**src/rtl/pci_bus_arbiter.sv**
```systemverilog
// pci_bus_arbiter: central PCI REQ#/GNT# arbiter with round-robin selection,
// bus parking, hidden arbitration and a grant-to-FRAME timeout.
// GNT, owner, bus_busy and timeout_evt are all registered.
module pci_bus_arbiter #(
    parameter int NUM_MASTERS  = 4,
    parameter int TIMEOUT      = 16,
    parameter int PARK_DEFAULT = 0
) (
    input  logic                           clk,
    input  logic                           RST,
    input  logic [NUM_MASTERS-1:0]         REQ,
    output logic [NUM_MASTERS-1:0]         GNT,
    input  logic                           FRAME,
    input  logic                           IRDY,
    output logic [$clog2(NUM_MASTERS)-1:0] owner,
    output logic                           bus_busy,
    output logic                           timeout_evt
);

    localparam int OW = $clog2(NUM_MASTERS);
    localparam int TW = $clog2(TIMEOUT + 1);
    localparam logic [OW-1:0] PARK_IDX   = OW'(PARK_DEFAULT);
    localparam logic [TW-1:0] TIMER_LAST = TW'(TIMEOUT - 1);

    typedef enum logic [1:0] {PARK, GAP, GRANT, BUSY} state_e;

    state_e                 state_q, state_d;
    logic [OW-1:0]          owner_q, owner_d;
    logic [OW-1:0]          rr_q, rr_d;
    logic [OW-1:0]          next_q, next_d;
    logic                   next_vld_q, next_vld_d;
    logic [TW-1:0]          timer_q, timer_d;
    logic [NUM_MASTERS-1:0] gnt_q, gnt_d;
    logic                   busy_q, busy_d;
    logic                   tevt_q, tevt_d;

    logic                   bus_idle;
    logic                   any_req;
    logic                   win_all_vld, win_oth_vld;
    logic [OW-1:0]          win_all, win_oth;

    // Round-robin scan of active-low requests starting after 'start';
    // optionally skips 'excl'. Returns {found, index}.
    function automatic logic [OW:0] pick(input logic [NUM_MASTERS-1:0] req_n,
                                         input logic [OW-1:0]          start,
                                         input logic                   excl_en,
                                         input logic [OW-1:0]          excl);
        logic [OW:0] res;
        int unsigned idx;
        res = '0;
        for (int unsigned i = 1; i <= unsigned'(NUM_MASTERS); i++) begin
            idx = (32'(start) + i) % unsigned'(NUM_MASTERS);
            if (!res[OW] && !req_n[OW'(idx)] && !(excl_en && (OW'(idx) == excl)))
                res = {1'b1, OW'(idx)};
        end
        return res;
    endfunction

    assign bus_idle = FRAME & IRDY;
    assign any_req  = ~&REQ;

    // Candidate winners: one over all requesters, one excluding the owner.
    always_comb begin
        {win_all_vld, win_all} = pick(REQ, rr_q, 1'b0, owner_q);
        {win_oth_vld, win_oth} = pick(REQ, rr_q, 1'b1, owner_q);
    end

    // State register and arbitration bookkeeping.
    always_ff @(posedge clk) begin
        if (RST) begin
            state_q    <= PARK;
            owner_q    <= PARK_IDX;
            rr_q       <= PARK_IDX;
            next_q     <= PARK_IDX;
            next_vld_q <= 1'b0;
            timer_q    <= '0;
        end else begin
            state_q    <= state_d;
            owner_q    <= owner_d;
            rr_q       <= rr_d;
            next_q     <= next_d;
            next_vld_q <= next_vld_d;
            timer_q    <= timer_d;
        end
    end

    // Next-state logic.
    always_comb begin
        state_d    = state_q;
        owner_d    = owner_q;
        rr_d       = rr_q;
        next_d     = next_q;
        next_vld_d = next_vld_q;
        timer_d    = timer_q;
        tevt_d     = 1'b0;
        unique case (state_q)
            PARK: begin
                if (win_all_vld) begin
                    if (win_all == owner_q) begin
                        state_d = GRANT;
                        timer_d = '0;
                        rr_d    = owner_q;
                    end else begin
                        state_d    = GAP;
                        next_d     = win_all;
                        next_vld_d = 1'b1;
                    end
                end
            end
            GAP: begin
                next_vld_d = 1'b0;
                if (next_vld_q && any_req) begin
                    state_d = GRANT;
                    owner_d = next_q;
                    rr_d    = next_q;
                    timer_d = '0;
                end else begin
                    state_d = PARK;
                end
            end
            GRANT: begin
                // FRAME is checked first so it wins over REQ release and timeout.
                if (!FRAME && !busy_q) begin
                    state_d = BUSY;
                    timer_d = '0;
                end else if (REQ[owner_q]) begin
                    if (win_oth_vld) begin
                        state_d    = GAP;
                        next_d     = win_oth;
                        next_vld_d = 1'b1;
                    end else begin
                        state_d = PARK;
                    end
                end else if (bus_idle) begin
                    if (timer_q == TIMER_LAST) begin
                        tevt_d     = 1'b1;
                        rr_d       = owner_q;
                        state_d    = GAP;
                        next_d     = win_oth;
                        next_vld_d = win_oth_vld;
                    end else begin
                        timer_d = timer_q + TW'(1);
                    end
                end
            end
            BUSY: begin
                if (win_oth_vld) begin
                    state_d    = GAP;
                    next_d     = win_oth;
                    next_vld_d = 1'b1;
                end else if (bus_idle) begin
                    state_d = PARK;
                end
            end
            default: state_d = PARK;
        endcase
    end

    // Output decode from the state being entered, so outputs register with it.
    always_comb begin
        gnt_d = '1;
        if (state_d != GAP)
            gnt_d[owner_d] = 1'b0;
        busy_d = ~bus_idle;
    end

    // Output registers.
    always_ff @(posedge clk) begin
        if (RST) begin
            gnt_q  <= '1;
            busy_q <= 1'b0;
            tevt_q <= 1'b0;
        end else begin
            gnt_q  <= gnt_d;
            busy_q <= busy_d;
            tevt_q <= tevt_d;
        end
    end

    assign GNT         = gnt_q;
    assign owner       = owner_q;
    assign bus_busy    = busy_q;
    assign timeout_evt = tevt_q;

endmodule

```
**config.mk**
```make
export PLATFORM = sky130hd
export DESIGN_NAME = pci_bus_arbiter
export DESIGN_NICKNAME = d
export VERILOG_FILES = /design/src/rtl/pci_bus_arbiter.sv
export SDC_FILE = /design/constraint.sdc
export NUM_CORES = 1
export LEC_CHECK = 0
export ABC_AREA = 1
export CAP_MARGIN = 20
export CORE_ASPECT_RATIO = 1.75
export CORE_MARGIN = 4
export CORE_UTILIZATION = 30
export DETAILED_ROUTE_END_ITERATION = 12
export GPL_TIMING_DRIVEN = 0
export SLEW_MARGIN = 20
export SYNTH_ARGS = -nofsm -noshare
export SYNTH_HDL_FRONTEND = slang
export SYNTH_SLANG_ARGS = --single-unit
```
**constraint.sdc**
```tcl
create_clock -name clk -period 5.14 [get_ports clk]
set_input_delay 1.028 -clock clk [delete_from_list [all_inputs] [get_ports clk]]
set_output_delay 1.028 -clock clk [all_outputs]
set_load 0.02 [all_outputs]
```
## After elaboration in Yosys (flattened, before gate mapping)

Index checks and enable logic that the tools add are counted.

- Bits in registers: 20
- Input bits: 8
- Output and inout bits: 8
- Word-level logic and storage cells: 155

- Add/subtract/negate cells: 5
- $lt $le $gt $ge: 7
- Equality and inequality tests: 23
- Muxes and demuxes: 66
- Bitwise operators: 5
- Reductions and logical operators: 40

Operator list:

| operator | number |
|---|---|
| two-way mux 2 bit | 25 |
| two-way mux 5 bit | 7 |
| two-way mux 3 bit | 8 |
| < comparator 2 x 3 -> 1 bit, second input constant | 6 |
| logical NOT 1 bit | 17 |
| != test 2 bit, second input constant | 8 |
| two-way mux 1 bit | 15 |
| != test 3 bit, second input constant | 5 |
| case mux 5 bit (3 select lines) | 1 |
| logical AND 1 bit | 13 |
| case mux 2 bit (3 select lines) | 2 |
| binary-select mux 1 bit (select 2 bit) | 5 |
| == test 2 bit | 5 |
| case mux 2 bit (4 select lines) | 1 |
| AND reduction 8 bit | 1 |
| AND reduction 7 bit | 1 |
| AND reduction 6 bit | 1 |
| nonzero test 3 bit | 2 |
| adder 5 x 1 -> 5 bit, second input constant | 1 |
| == test 5 x 4 -> 1 bit, second input constant | 1 |
| AND reduction 5 bit | 1 |
| OR reduction 5 bit | 1 |
| adder 2 x 1 -> 2 bit, second input constant | 2 |
| adder 2 bit, second input constant | 2 |
| other kinds (12) | 15 |

## Logic depth before layout (Yosys ltp)

Gate-level depths: netlist of the first run.

- Depth in word-level cells: 25
- Mapped depth: 18

## Worst setup path before layout of the first run

Ideal clock, no wire load.

- Path kind: input to register
- From: input REQ[0]
- To: register timer_q[4]
- Library setup time: 0.129 ns
- Data arrival time: 2.175 ns
- Setup slack: 2.836 ns
- Stages on the path: 16
- Path buffers: 0
- Path through: inv_1 -> nand2_1 -> nand2_1 -> nand2_1 -> nand2_2 -> nor2_1 -> nor2_1 -> nand2_2 -> nand2_1 -> nand2_2 -> nand2_4 -> nand2_4 -> nand2_4 -> nand3_4 -> o21ai_1 -> nor2_1

- Word-level cells in the longest chain between the ends: 15

Ends and longest elaborated chain:

| element | RTL line | text |
|---|---|---|
| start, declared | 11 | `input logic [NUM_MASTERS-1:0] REQ,` |
| binary-select mux 1 bit (select 2 bit) | 53 | `if (!res[OW] && !req_n[OW'(idx)] && !(excl_en && (OW'(idx) == excl)))` |
| two-way mux 1 bit (implied by the code) | 53 |  |
| two-way mux 3 bit | 53 |  |
| logical NOT 1 bit | 53 |  |
| logical AND 1 bit | 53 |  |
| two-way mux 3 bit | 53 |  |
| logical NOT 1 bit | 53 |  |
| logical AND 1 bit | 53 |  |
| two-way mux 3 bit | 53 |  |
| logical NOT 1 bit | 53 |  |
| logical AND 1 bit | 53 |  |
| two-way mux 3 bit | 53 |  |
| == test 2 bit | 99 | `if (win_all == owner_q) begin` |
| != test 2 bit (no line) | n/a |  |
| AND reduction 7 bit (no line) (*) | n/a |  |
| end signal, assigned | 83 | `timer_q <= timer_d;` |
| end, declared | 32 | `logic [TW-1:0] timer_q, timer_d;` |

Mark *: on every way between the ends. The rest lies on a longest branch, timed or not. The select of a mux whose other input is x is not followed.
A chain may end at the register's enable or synchronous reset.

## Worst setup path after layout of the first run

- From: input REQ[3]
- To: register next_q[0]

- Word-level cells in the longest chain between the ends: 22

Ends and longest elaborated chain:

| element | RTL line | text |
|---|---|---|
| binary-select mux 1 bit (select 2 bit) | 53 |  |
| two-way mux 1 bit (implied by the code) | 53 |  |
| logical NOT 1 bit | 53 |  |
| logical AND 1 bit | 53 |  |
| two-way mux 3 bit | 53 |  |
| logical NOT 1 bit | 53 |  |
| logical AND 1 bit (2 in a row) | 53 |  |
| two-way mux 3 bit | 53 |  |
| [... 4 more ...] | n/a |  |
| logical NOT 1 bit | 53 |  |
| logical AND 1 bit (2 in a row) | 53 |  |
| two-way mux 3 bit | 53 |  |
| two-way mux 2 bit | 135 | `if (timer_q == TIMER_LAST) begin` |
| two-way mux 2 bit | 134 | `end else if (bus_idle) begin` |
| two-way mux 2 bit | 126 | `end else if (REQ[owner_q]) begin` |
| two-way mux 2 bit | 123 | `if (!FRAME && !busy_q) begin` |
| case mux 2 bit (3 select lines) | 96 | `unique case (state_q)` |
| end signal, assigned | 81 | `next_q <= next_d;` |
| end, declared | 30 | `logic [OW-1:0] next_q, next_d;` |

Parallel ways exist; a longest one is shown, timed or not. The select of a mux whose other input is x is not followed.

==> results of run 1 <==
[area by class of cell]
type / instances / area [sq um]
well taps: 74 / 92.6
flip-flops and latches: 20 / 400
clock buffers: 3 / 41.3
multi-input cells: 212 / 1070
clock inverters: 1 / 30.0
plain buffers: 6 / 46.3
inverters: 42 / 160
fillers: 598 / 3350
repair buffers: 15 / 150
[worst max path at each step]
stage           start                       to  slack (ns)  cells after the start
5_1_grt        REQ[0]   next_q[0]$_SDFFE_PP0P_        2.07                     12
3_5_place_dp   REQ[3]   next_q[0]$_SDFFE_PP0P_        2.04                     16
4_1_cts        REQ[3]   next_q[0]$_SDFFE_PP0P_        2.34                     16
2_1_floorplan  REQ[0]  timer_q[4]$_SDFFE_PP0P_        2.84                     16
3_3_place_gp   REQ[0]   next_q[0]$_SDFFE_PP0P_        2.05                     12
6_report       REQ[3]   next_q[0]$_SDFFE_PP0P_        2.34                     16
[power by group through the flow]
stage | clock [mW] | sequential [mW] | combinational (mW)
after CTS | 0.164 | 0.216 | 0.737
final | 0.160 | 0.216 | 0.732
after global placement | 0 | 0.219 | 0.729
after floorplan | 0 | 0.219 | 0.581
after global routing | 0.170 | 0.220 | 0.832
after detailed placement | 0 | 0.220 | 0.734
[logic make-up (layout without fill, tap and decap cells)]
group	Yosys count	after routing
buffers and inverters	48	67
adder cells (fa/ha/maj)	2	2
AND/OR/NAND/NOR	172	172
XOR/XNOR	4	4
flip-flops	20	20
AO/OA/AOI/OAI	34	34
[layer usage]
layer / part of all wire, % / vias to the layer above
met1: 37 / 771
met3: 0.84 / 13
met4: 3.8 / 0
li1: - / 923
met5: 0 / -
met2: 59 / 22
[cell usage after synthesis (all sizes together)]
library cell | n | share of area, %
nand2 | 103 | 27
inv | 42 | 9.6
nor2 | 37 | 8.9
nand3 | 21 | 8.2
dfxtp | 20 | 24
o21ai | 16 | 5.0
a21oi | 14 | 4.4
nand4 | 7 | 2.6
buf | 4 | 2.3
xor2 | 3 | 1.6
clkbuf | 2 | 0.45
ha | 2 | 1.5
nor3 | 2 | 0.60
a311oi | 1 | 0.90
a31oi | 1 | 0.37
nand3b | 1 | 0.45
nor4 | 1 | 0.37
o311ai | 1 | 0.52
o41ai | 1 | 0.52
xnor2 | 1 | 0.52
[state kept, by name, indices dropped and copies added (netlist names)]
signal	flops
owner	2
timer_q	5
state_q	2
next_vld_q	1
bus_busy	1
next_q	2
rr_q	2
GNT	4
timeout_evt	1
[per-stage QoR]
| stage | instance area [sq um] | util (%) | power, mW |
|---|---|---|---|
| 5_1_grt | 1990 | 37.3 | 1.22 |
| 3_5_place_dp | 1920 | 35.9 | 0.954 |
| 3_3_place_gp | 1920 | 35.9 | 0.949 |
| 6_report | 1990 | 37.3 | 1.11 |
| 4_1_cts | 1990 | 37.3 | 1.12 |
| 2_1_floorplan | 1680 | - | 0.800 |
[worst max-delay path, cell delays in order]
cell	delay [ns]
clkdlybuf4s50_1	0.56
inv_1	0.09
nand2_2	0.07
nand2_2	0.05
nand2_2	0.08
inv_1	0.06
a21oi_1	0.13
nand2_1	0.09
inv_2	0.06
nand2_1	0.07
nand2_2	0.08
nand2_4	0.07
nand3_2	0.09
nand4_1	0.21
nand2_1	0.14
a21oi_2	0.05
==> impl_results.md, run 1 <==
- Min Clock Period, post-route: 2.80 ns
- Clock latency on the worst-skew pair: 0.26 ns
- Worst r2r src: timer_q[0]$_SDFFE_PP0P_
- Pre-antenna DRT Iters: 4
- First-pass GRT wire length: ~7100 um
- Die width: 64.5 um
- Crit start category: primary input
- Layout Skew: 0.00317 ns
- Die H: ~110 um
- Initial antenna violation count: 0
- Grt met1 use: 12.0%
- Avg Cell Area, Syn: 5.99 sq um
- CP Max Fanout: 5
- Count of cell types in the netlist: 32
- Final setup viols: 0
- Worst hold slack: 0.477 ns
- Status: finished clean
- Commonest non-fill, non-tap cell in the layout: nand2_1
- Drt via density: 4.64
- Hpwl dp: approximately 3600 um
- Sequential fraction of the synthesis area: 23.9%
- Die area: 0.00690 sq mm
- PwrDens: 557 mW/mm^2
- Dpl cells: 369
- Synth Area in Simple Gates: about half
- Fmax: 357 MHz
- Fin cells: approximately 370
- Pleak: 0.958 nW
- Worst Hold Launch: next_vld_q$_SDFFE_PP0P_
- CTS tree: built
- Crit Reg-Reg Endpoint: rr_q[1]$_SDFFE_PP0P_
- Worst-Margin Slew: about 0.63 ns
- Final setup TNS: 0 ns
- Worst Hold Class: reg2reg
- Setup WS post-layout: 2.34 ns
- Share of post-route cells with drive strength above 1: 15.1%
- Cell Rows: 35
- Critical Path End Type: flip-flop
- Worst reg-to-reg setup slack: between 2 and 3 ns
- Comb pwr share: 66.1%
- Wire per inst: approximately 12 um
- Reg2Reg Depth: 12
- I/O Buffers: 15
- Int Pwr: 540 uW
- ANT cells: 0
- Gr usage total: a little over an eighth
- Final #Nets: 310
- Clock Path Buffers: 2
- Area growth from synthesis to layout: 18.7%
- Crit Path Class: in2reg
- Main combinational cell family by area after synthesis: simple AND/OR/NAND/NOR gates
- Setup Buffers After CTS: 0
- Initial DRC Count: 83
- Htree depth: 1
- #FFs+latches synth: 20
- PostCTS Resize Cnt: 0
- Unrepaired setup endpoints after global routing: false
- IO Count: 16
- Max_cap viols: 0
- Max-slew violation total from the final report: 0
- Largest net degree at the start of global routing: 13
- Initial Utilization: 31.4%
- Final period util: a little over half
- Core footprint: 0.00534 sq mm
- Met2 usage: 25.7%
- Crit path DAT: 2.94 ns
- CTS sink cnt: 20
- Vias in the first global route: between 1.5k and 2k
- Routed via count: approximately 1.7k
- Global routing's busiest layer: met2
- Switching portion of total power: 51.3%
- Synth Instances: 280
- Final WL: 4310 um
- Mapped Area: 0.00168 sq mm
- Slew HR: 58.1%
- Multiplexer share of the synthesized area: 0%
- Clk slew on worst S/H paths: 0.08 ns
- Post-Synthesis Net Count: 290
- Grt total ovfl: 0
- Place WS: 2.04 ns
- Synth Area in Adders: 1.49%
- Compound-Gate Fraction of Synth Area: 11.7%
- Post-route ant nets: 0
- Synth Area in XOR/XNOR: 2.09%
- CTS buffer count: 3
- Routability cong.: 0.905
- Commonest non-fill, non-tap cells in the layout: nand2_1, nor2_1, inv_1
- Met3 global-route usage: 0.734%
- CP required: 5.28 ns
- Clk root buf: clkbuf_8
- VDD IR-drop max: 0.000217 V
- Synth warn: 0
- # hold bufs at CTS: 0
- Clock power share: 14.4%
- Endpoint, Worst Hold: next_vld_q$_SDFFE_PP0P_
- Sequential power share: 19.5%
- Remaining DRCs: 0
- P_sw: 568 uW
- Final Hold Viols: 0
- Worst Hold Depth: 2
(Power assumes the default switching activity.)
==> run 2: changes to the inputs <==
Clock period 5.14 ns to 2.5 ns, I/O delays scaled along.
==> run 2 against run 1 <==
Compared with the run above: worst setup slack lost 2.1 ns; register-to-register slack lost 2.6 ns; final cell count grew 0.27%; first-iteration DRC count grew 19%; power grew 110%; critical path depth is the same; combinational power grew 110%; sequential power grew 110%; wire length shrank 0.37%.
==> impl_results.md, run 2 (synthesis results as in run 1) <==
- Unrepaired setup endpoints after global routing: false
- Clock Path Buffers: 2 (unchanged)
- Clk root buf: clkbuf_8
- Fmax: 448 MHz
- Filler cells: 594 (-0.67%)
- Largest net degree at the start of global routing: 13 (unchanged)
- IO Count: 16 (unchanged)
- Switching portion of total power: 50.8% (-0.47 points)
- Die H: 107 um (unchanged)
- CTS tree: built
- VDD IR-drop max: 0.000444 V (+100%)
- Largest register by flop count: timer_q
- Share of post-route cells with drive strength above 1: 15.3% (+0.28 points)
- Min Clock Period, post-route: between 2 and 2.5 ns
- Remaining DRCs: 0 (unchanged)
- Hpwl dp: 3610 um (unchanged)
- Clk slew on worst S/H paths: 0.08 ns (about the same)
- CP Max Fanout: 8 (+3)
- Gr usage total: 13.1% (unchanged)
- CTS buffer count: 3 (unchanged)
- P_sw: 1.17 mW (+110%)
- Worst-Margin Slew: 0.634 ns (+0.00743 ns)
- Clock latency on the worst-skew pair: 0.26 ns (about the same)
- Area growth from synthesis to layout: 19.2%
- Crit-path slowest cell: clkdlybuf4s50_1
- Drt via density: 4.61 (-0.56%)
- Clock power share: 14.2% (-0.2 points)
- Layout Skew: 0.00257 ns (-0.000604 ns)
- Wire per inst: 11.5 um (-0.64%)
- Die width: 64.5 um (unchanged)
- Status: finished clean
- Commonest non-fill, non-tap cell in the layout: nand2_1
- Int Pwr: 1.13 mW (+110%)
- Initial DRC Count: 99 (+19%)
- First-pass GRT wire length: 7130 um (unchanged)
- CTS sink cnt: 20 (unchanged)
- Cell Rows: 35 (unchanged)
- Crit Path Class: in2reg
- CP cell instances: clkdlybuf4s50_1 > inv_1 > nand2_2 > nand2_2 > nand2_1 > nand2_1 > a21oi_1 > nand2_1 > nand2_1 > nand2_2 > nand2_4 > nand2_4 > nand2_4 > nand3_4 > a21oi_1 > nor2_1
- Pleak: 0.963 nW (+0.51%)
- Initial Utilization: 31.4% (unchanged)
- Max reg flops: 5 (unchanged)
- Die area: 0.00690 sq mm (unchanged)
- Core footprint: 0.00534 sq mm (unchanged)
- Critical Path End Type: flip-flop
- Htree depth: 1 (unchanged)
- Final WL: 4290 um (-0.37%)
- Max_cap viols: 0 (unchanged)
- ANT cells: 0 (unchanged)
- Final period util: 89.3%
- Worst path most repeated cell: nand2_1
- Routed via count: 1724 (-0.29%)
- CP required: 2.66 ns (-2.62 ns)
- Worst Hold Class: reg2reg
- Routability cong.: 0.905 (unchanged)
- I/O Buffers: 15 (unchanged)
- Worst reg-to-reg setup slack: 0.32 ns (-2.63 ns)
- Slew HR: 57.6% (-0.50 points)
- Pre-antenna DRT Iters: 4 (unchanged)
- Crit start category: primary input
- Vias in the first global route: 1699 (unchanged)
- Pwr Total: 2.30 mW (+110%)
- Crit path DAT: 2.39 ns (-0.55 ns)
- Initial antenna violation count: 0 (unchanged)
- Post-route ant nets: 0 (unchanged)
- Grt total ovfl: 0 (unchanged)
- Commonest non-fill, non-tap cells in the layout: nand2_1, nor2_1, inv_1
- Final #Nets: 311 (+0.32%)
- Worst hold slack: 0.477 ns (-0.000501 ns)
- Max-slew violation total from the final report: 0 (unchanged)
- Sequential power share: 19.3% (-0.2 points)
- Place WS: -0.0687 ns (-2.11 ns)
- Post-route cell area: 0.00200 sq mm (+0.38%)
- Final setup viols: 0 (unchanged)
- PwrDens: 1150 mW/mm^2 (+110%)
- Setup WS post-layout: 0.268 ns (-2.07 ns)
- Critical Path Max Stage Delay: 0.57 ns (about the same)
- Final Hold Viols: 0 (unchanged)
- Comb pwr share: 66.5% (+0.4 points)
- Final core utilization: 37.4% (+0.14 points)
- Post-DP Area: 0.00192 sq mm (unchanged)
## run 2: layer usage
layer  wire length, um  vias to the layer above  GRT usage [%]
li1                  -                      925              -
met1              1580                      764           12.0
met2              2510                       22           25.7
met3                33                       13          0.734
met4               165                        0           9.83
met5                 0                        -              0
## run 2: power groups by stage
stage / clock network, mW / logic (mW) / registers (mW)
after floorplan: 0 / 1.19 / 0.450
after global placement: 0 / 1.50 / 0.451
after detailed placement: 0 / 1.51 / 0.452
after CTS: 0.338 / 1.52 / 0.444
after global routing: 0.350 / 1.74 / 0.452
final: 0.328 / 1.53 / 0.444
## run 2: path summary, 6_finish.rpt
kind | to | cells after the start | from
max reg2reg | rr_q[1]$_SDFFE_PP0P_ | 12 | timer_q[0]$_SDFFE_PP0P_
max | timer_q[2]$_SDFFE_PP0P_ | 16 | REQ[3]
min reg2reg | next_vld_q$_SDFFE_PP0P_ | 2 | next_vld_q$_SDFFE_PP0P_
min | next_vld_q$_SDFFE_PP0P_ | 2 | next_vld_q$_SDFFE_PP0P_
## run 2: repair_timing
item	4_1_cts	5_1_grt
gates resized for setup	0	0
setup buffers	0	1
endpoints found under the setup margin	0	1
endpoints found under the hold margin	0	0
hold buffers	0	0
## run 2: final cells by class
cell class | instances | area [sq um] | area share, %
Buffer | 6 | 46.3 | 2.32
Tap cell | 74 | 92.6 | 4.63
Sequential cell | 20 | 400 | 20.0
Clock inverter | 1 | 30.0 | 1.50
Multi-Input combinational cell | 212 | 1070 | 53.5
Clock buffer | 3 | 41.3 | 2.07
Timing Repair Buffer | 16 | 158 | 7.89
Inverter | 42 | 160 | 8.02
## run 2: worst max-delay path, delay by kind of cell
kind | cells | cell delay, ns
simple gates | 12 | 0.93
compound gates | 2 | 0.31
buf+inv | 2 | 0.66
## run 2: through the flow
stage / setup TNS (ns) / cells
6_report: 0 / 374
5_1_grt: 0 / 374
4_1_cts: 0 / 373
3_5_place_dp: -0.0797 / 369
3_3_place_gp: -0.0613 / 369
2_1_floorplan: 0 / 280
==> run 3: changes to the inputs <==
Settings changed: CORE_UTILIZATION 30 to 52, PLACE_DENSITY set to 0.76.
==> run 3 against run 2 <==
Compared with the run above: clock skew about the same; worst setup slack got worse by 0.052 ns; clock-buffer cell count did not move; critical endpoint is now next_q[0]$_SDFFE_PP0P_; largest cell class unchanged.
==> impl_results.md, run 3 (synthesis results as in run 1) <==
- Reg area: 400 sq um (unchanged)
- Status: finished clean
- Drt via density: 5.10 (+11%)
- Worst hold slack: 0.488 ns (+0.0111 ns)
- Slew HR: 58.3% (+0.78 points)
- Initial Utilization: 53.4% (+22 points)
- Fmax: 438 MHz (-2.3%)
- Setup crit start: REQ[0]
- Met3 global-route usage: 2.51% (+1.8 points)
- CP required: 2.63 ns (-0.03 ns)
- Setup Buffers After CTS: 0 (unchanged)
- Clk slew on worst S/H paths: 0.08 ns (about the same)
- Htree depth: 1 (unchanged)
- Crit Path Class: in2reg
- PwrDens: 1160 mW/mm^2 (+0.66%)
- Grt total ovfl: 0 (unchanged)
- Die width: 50.9 um (-21%)
- ANT cells: 0 (unchanged)
- Area occupied by multi-input gates: 0.00107 sq mm (unchanged)
- Setup WS post-layout: 0.216 ns (-0.0524 ns)
- Largest net degree at the start of global routing: 13 (unchanged)
- # hold bufs at CTS: 0 (unchanged)
- Final setup viols: 0 (unchanged)
- Unrepaired setup endpoints after global routing: false
- Critical Path End Type: flip-flop
- Critical Path Max Stage Delay: 0.50 ns (-0.07 ns)
- Worst Hold Launch: next_vld_q$_SDFFE_PP0P_
- VDD IR-drop max: 0.000819 V (+84%)
- IO Count: 16 (unchanged)
- Max_cap viols: 0 (unchanged)
- Crit-path slowest cell: clkdlybuf4s50_1
- Worst reg-to-reg setup slack: 0.38 ns (+0.06 ns)
- Crit Reg-Reg Endpoint: rr_q[0]$_SDFFE_PP0P_
- CTS buffer count: 3 (unchanged)
- Area growth from synthesis to layout: 16.4%
- Post-route ant nets: 0 (unchanged)
- Largest register by flop count: timer_q
- Cell Rows: 27 (-23%)
- CTS sink cnt: 20 (unchanged)
- CP Max Fanout: 5 (-3)
- Commonest non-fill, non-tap cell in the layout: nand2_1
- Share of post-route cells with drive strength above 1: 15.1% (-0.28 points)
- Wire per inst: 11.8 um (+2.6%)
- Die area: 0.00423 sq mm (-39%)
- Vias in the first global route: 1708 (+0.53%)
- Max-slew violation total from the final report: 0 (unchanged)
- Reg2Reg Depth: 11 (-1)
- Layout Skew: 0.00275 ns (+0.000182 ns)
- Grt met1 use: 18.8% (+6.8 points)
- Routability cong.: 0.929 (+2.7%)
- Min Clock Period, post-route: 2.28 ns (+0.0524 ns)
- Global routing's busiest layer: met2
- Hpwl dp: 3320 um (-7.9%)
- Gr usage total: 20.5% (+7.4 points)
- CTS tree: built
- Place WS: -0.0244 ns (+0.0444 ns)
- Met2 usage: 41.1% (+15 points)
- Remaining DRCs: 0 (unchanged)
- I/O Buffers: 15 (unchanged)
- Clock Path Buffers: 2 (unchanged)
- PostCTS Resize Cnt: 0 (unchanged)
- Initial antenna violation count: 0 (unchanged)
- Worst Hold Class: reg2reg
- Worst path most repeated cell: inv_1
- Worst Hold Depth: 2 (unchanged)
- Endpoint, Worst Hold: next_vld_q$_SDFFE_PP0P_
- CP cell instances: clkdlybuf4s50_1 > inv_1 > o21ai_0 > nand2_1 > inv_1 > nor2_1 > inv_1 > o21ai_1 > nor2_1 > nand4_1 > nand2_1 > a21oi_2
- Max reg flops: 5 (unchanged)
- Worst r2r src: timer_q[0]$_SDFFE_PP0P_
- Clk root buf: clkbuf_8
- Clock latency on the worst-skew pair: 0.26 ns (about the same)
- Final core utilization: 62.1% (+25 points)
- Final #Nets: 310 (-0.32%)
- Final WL: 4030 um (-6.2%)
- Commonest non-fill, non-tap cells in the layout: nand2_1, nor2_1, inv_1
- Crit start category: primary input
- Pre-antenna DRT Iters: 4 (unchanged)
- Initial DRC Count: 38 (-62%)
- Filler cells: 328 (-45%)
- Pleak: 0.958 nW (-0.51%)
- Crit path DAT: 2.42 ns (+0.03 ns)
- Core footprint: 0.00314 sq mm (-41%)
- Die H: 83.1 um (-22%)
- First-pass GRT wire length: 6960 um (-2.3%)
- Worst-Margin Slew: 0.623 ns (-0.0117 ns)
- Final Hold Viols: 0 (unchanged)
- Final period util: 91.4% (+2.1 points)
- Routed via count: 1744 (+1.2%)
[run 3: worst max path at each step]
stage | to | slack (ns) | cells after the start
after floorplan | rr_q[0]$_SDFFE_PP0P_ | 0.72 | 11
after global placement | next_q[0]$_SDFFE_PP0P_ | -0.01 | 12
after detailed placement | next_q[0]$_SDFFE_PP0P_ | -0.02 | 16
after CTS | next_q[0]$_SDFFE_PP0P_ | 0.25 | 16
after global routing | next_q[0]$_SDFFE_PP0P_ | 0.02 | 14
final | next_q[0]$_SDFFE_PP0P_ | 0.22 | 12
[run 3: where the power goes]
part / internal [mW] / switching [mW]
Combinational: 0.504 / 0.991
Sequential: 0.393 / 0.0529
Clock: 0.214 / 0.109
Total: 1.11 / 1.15
[run 3: metal layers]
metal | routed length, um | vias to the layer above
met1 | 1460 | 788
met4 | 128 | 0
met5 | 0 | -
met3 | 74 | 13
li1 | - | 920
met2 | 2360 | 23
[run 3: critical path, delay by kind of cell]
family / cells / cell delay [ns]
AO/OA/AOI/OAI: 3 / 0.33
AND/OR/NAND/NOR: 5 / 0.76
buffers and inverters: 4 / 0.81
[run 3: metrics by stage]
step	TNS (ns)	instance area [sq um]	total power, mW	cells
2_1_floorplan	0	1680	1.64	280
3_3_place_gp	-0.0112	1880	1.92	338
3_5_place_dp	-0.0244	1880	1.94	338
4_1_cts	0	1950	2.27	342
5_1_grt	0	1950	2.50	342
6_report	0	1950	2.26	342
[run 3: final cells by class]
cell class | count | area share, %
clock inverters | 1 | 1.54
flip-flops and latches | 20 | 20.5
well taps | 43 | 2.76
plain buffers | 6 | 2.37
clock buffers | 3 | 2.12
repair buffers | 15 | 7.69
multi-input cells | 212 | 54.8
inverters | 42 | 8.21
==> patch 1 (config.mk and constraints of run 3) <==
`NUM_MASTERS`: 4 -> 8.
--- a/src/rtl/pci_bus_arbiter.sv
+++ b/src/rtl/pci_bus_arbiter.sv
@@ -2,7 +2,7 @@
 // bus parking, hidden arbitration and a grant-to-FRAME timeout.
 // GNT, owner, bus_busy and timeout_evt are all registered.
 module pci_bus_arbiter #(
-    parameter int NUM_MASTERS  = 4,
+    parameter int NUM_MASTERS  = 8,
     parameter int TIMEOUT      = 16,
     parameter int PARK_DEFAULT = 0
 ) (
Ports: changed (resized GNT, REQ and owner); port bits go from 16 to 25. The function was not compared with the original's and may differ.
==> patch 1 against run 3 <==
  * The flow now finishes with violations (setup timing)
  * Synthesized area increased by 78%
  * Final area is 110% higher
  * Sequential power rose by 27%
  * Wire length is 150% higher
  * Worst setup slack got worse by 880 ps
  * First-iteration DRC count grew to 6.6 times the old value
  * Sequential cell count rose by 7
  * Utilization grew 9.9 points
  * Total power increased by 130%
  * Critical path type is now register to register
==> patch 1: results (changes against run 3) <==
Status = finished, violations left
Failing checks = setup timing
Hold slack = 479 ps (-8.45 ps)
Relative slew slack = 40.0% (-18 points)
DR iter-0 viols = 251 (+560%)
Placed insts = 614 (+82%)
IO Port Bufs = 24 (+9)
Post-synth cell types = 42 (+31%)
Critical-path top delay cell = dfxtp_2
Worst-path maximum fanout = 8 (+3)
First-pass detailed-route iteration total = 5 (+1)
First-pass GRT wire length = 16.0 mm (+130%)
Placed Area = 0.00337 mm² (+79%)
Slack of the critical path = -664 ps (-879 ps)
Routed WL = 9.92 mm (+150%)
Comb pwr = 0.00448 W (+200%)
WL per Instance = 15.3 µm (+30%)
Peak supply drop = 0.711 mV (-13%)
Top cells by area, synth = nand2_1 (22%), dfxtp_1 (18%), nand3_1 (11%)
Final #Nets = 590 (+90%)
Post_cts resized = 51 (+51)
Synth top cells by count = nand2_1 (175), nand3_1 (63), nor2_1 (62), inv_1 (44), dfxtp_1 (27)
Layout cell share with drive strength beyond 1 = 28.6% (+14 points)
Final estimated routing congestion in global placement = 0.955 (+2.8%)
Worst clock skew = 1.62 ps (-1.12 ps)
Switch Pwr = 0.00304 W (+160%)
Clk_lat worst skew = 270 ps
Mapped Nets = 530 (+83%)
Layout fillers = 510 (+55%)
Max FFs per register = 8 (+3)
Clk pwr share = 4.7% (-9.5 points)
Multi-input gate area = 0.00250 mm² (+130%)
PwrDens = 1320 mW/mm² (+14%)
Synth Area in XOR/XNOR = 0% (-2.1 points)
Setup Fix Bufs, Post-CTS = 24 (+24)
Sum Neg Setup Slack = -14060 ps (-14060 ps)
Slowest stage delay, CP = 340 ps (-160 ps)
Syn Inst Count = 514 (+84%)
Hpwl dp = 7.34 mm (+120%)
Leakage dissipation = 1.84 nW (+93%)
Seq/Total Area, Yosys = 18.2% (-5.7 points)
Tot GR Track Use = 28.6% (+8.2 points)
# diodes = 0 (unchanged)
Fraction of the mapped netlist area in adder cells = 1.68% (+0.19 points)
Complex-gate fraction of the synthesized area = 9.41% (-2.3 points)
Pin count of the biggest net entering global routing = 16 (+3)
Endpoints failing setup = 25 (+25)
## patch 1: final cells by class
class	count	share of cell area (%)
inverter	57	5.76
clock buffer	3	1.03
clock inverter	1	0.124
tap	76	2.36
timing repair buffer	55	12.6
multi-input combinational	419	62.1
sequential	27	13.5
buffer	11	2.52
## patch 1: routing by layer
metal | vias to the layer above | wire [µm] | GRT usage (%)
li1 | 1791 | - | -
met1 | 1656 | 3450 | 27.5
met2 | 135 | 5320 | 54.5
met3 | 55 | 383 | 2.18
met4 | 0 | 775 | 21.5
met5 | - | 0 | 0
## patch 1: worst max-delay path, delay by kind of cell (launching register included)
kind | cells | cell delay, ps
and+or+nand+nor | 16 | 1840
adders and majority gates | 1 | 290
DFF | 1 | 340
buffers and inverters | 5 | 550
## patch 1: final timing paths
check / end / from / cells past startpoint
setup / recovery: GNT[6] / rr_q[0] / 22
hold reg to reg: timer_q[3] / timer_q[3] / 2
hold / removal: timer_q[3] / timer_q[3] / 2
setup reg to reg: GNT[6] / rr_q[0] / 22
==> patch 2 (config.mk and constraints of run 3) <==
Made on the original files. The 4 states of `state_e` get a Gray code encoding in 2 bits.
--- a/src/rtl/pci_bus_arbiter.sv
+++ b/src/rtl/pci_bus_arbiter.sv
@@ -22,7 +22,7 @@
     localparam logic [OW-1:0] PARK_IDX   = OW'(PARK_DEFAULT);
     localparam logic [TW-1:0] TIMER_LAST = TW'(TIMEOUT - 1);
 
-    typedef enum logic [1:0] {PARK, GAP, GRANT, BUSY} state_e;
+    typedef enum logic [1:0] {PARK = 2'b00, GAP = 2'b01, GRANT = 2'b11, BUSY = 2'b10} state_e;
 
     state_e                 state_q, state_d;
     logic [OW-1:0]          owner_q, owner_d;
Behaviour: no difference found for any inputs over 4 cycles, from zero or initial values and one cycle with RST high; so few cycles prove little.
==> patch 2 against run 3 <==
  * Sequential cell count stayed put
  * Worst setup slack worse by 19 ps
  * Die area is 1.6% higher
  * Sequential power is 5.2% higher
  * Cell count is 1.8% higher
  * Total power is 3.2% higher
  * Synthesized area is 1.8% higher
  * Global-route usage is 0.089 points higher
  * Clock skew is 3.9 ps higher
  * Register-to-register slack worse by 140 ps
  * Wire length is 2.2% higher
  * Synthesized cell count is 2.5% higher
  * Combinational power is 3% higher
  * Final area is 1.2% higher
==> patch 2: results (changes against run 3) <==
DR iter-0 viols = 62 (+63%)
Status = completed
Leakage dissipation = 0.992 nW (+3.6%)
IO Port Bufs = 14 (-1)
Crit path max-delay family = simple AND/OR/NAND/NOR gates
Routed vias/inst = 5.13 (+0.64%)
Vias in the first global route = 1624 (-4.9%)
Met1 WL = 1.54 mm (+5.2%)
Hpwl dp = 3.35 mm (+0.70%)
Relative slew slack = 63.3% (+5.0 points)
Fraction of the mapped netlist area in adder cells = 1.47% (-0.026 points)
Seq/Total Area, Yosys = 23.5% (-0.42 points)
Final #Nets = 316 (+1.9%)
Fin cells = 348 (+1.8%)
Tot GR Track Use = 20.6% (+0.089 points)
Layout cell share with drive strength beyond 1 = 14.1% (-0.95 points)
Power, Total = 0.00234 W (+3.2%)
Routed wl met3 = 67 µm (-9.5%)
Place WS = -42.0 ps (-17.6 ps)
Syn Inst Count = 287 (+2.5%)
Reg2Reg Depth = 15 (+4)
Routed WL = 4.12 mm (+2.2%)
Detail Route met2 WL = 2.37 mm (+0.47%)
Die X = 51.3 µm (+0.75%)
Mapped Nets = 297 (+2.4%)
## patch 2: cell types whose count changed in the layout (fill, tap and decap cells not counted), moves of 3 or more
cell            run 3  this run
a21oi_1            13         7
inv_1              34        41
nand3_1            16        25
nand3_2             4         1
nand4_1             7        13
o21ai_0            12         8
xor2_1              3         0
## patch 2: worst min-delay path, cell delays in order, from the launching register on
cell and delay (ps):
dfxtp_1 340, nand2_1 70, a21oi_1 50
## patch 2: layer usage
metal / up-vias / track usage [%]
li1: 945 / -
met1: 808 / 20.0
met2: 23 / 40.4
met3: 10 / 2.33
met4: 0 / 9.31
met5: - / 0
## patch 2: final timing paths
check | startpoint | to | slack (ps)
setup / recovery | REQ[1] | GNT[0] | 200
hold / removal | next_vld_q | next_vld_q | 500
setup reg to reg | timer_q[0] | next_q[1] | 240
hold reg to reg | next_vld_q | next_vld_q | 500
## patch 2: cell families (layout without fill, tap and decap cells)
family,count (synthesis),count (layout)
AO/OA/AOI/OAI,27,27
XOR/XNOR,2,2
adder cells (fa/ha/maj),2,2
buffers and inverters,53,71
flip-flops,20,20
AND/OR/NAND/NOR,183,183
## patch 2: power by group through the flow
stage | sequential, W | clock (W) | combinational, W
final | 0.000469 | 0.000322 | 0.00154
after global routing | 0.000477 | 0.000339 | 0.00177
after CTS | 0.000468 | 0.000326 | 0.00154
after detailed placement | 0.000475 | 0 | 0.00153
after global placement | 0.000476 | 0 | 0.00152
after floorplan | 0.000474 | 0 | 0.00123
## patch 2: area by class of cell
class,instances,area [µm²],area share [%]
multi-input cells,214,1080,54.8
flip-flops and latches,20,400,20.3
inverters,48,185,9.37
repair buffers,14,140,7.09
well taps,43,53.8,2.72
clock buffers,3,41.3,2.09
plain buffers,5,41.3,2.09
clock inverters,1,30.0,1.52
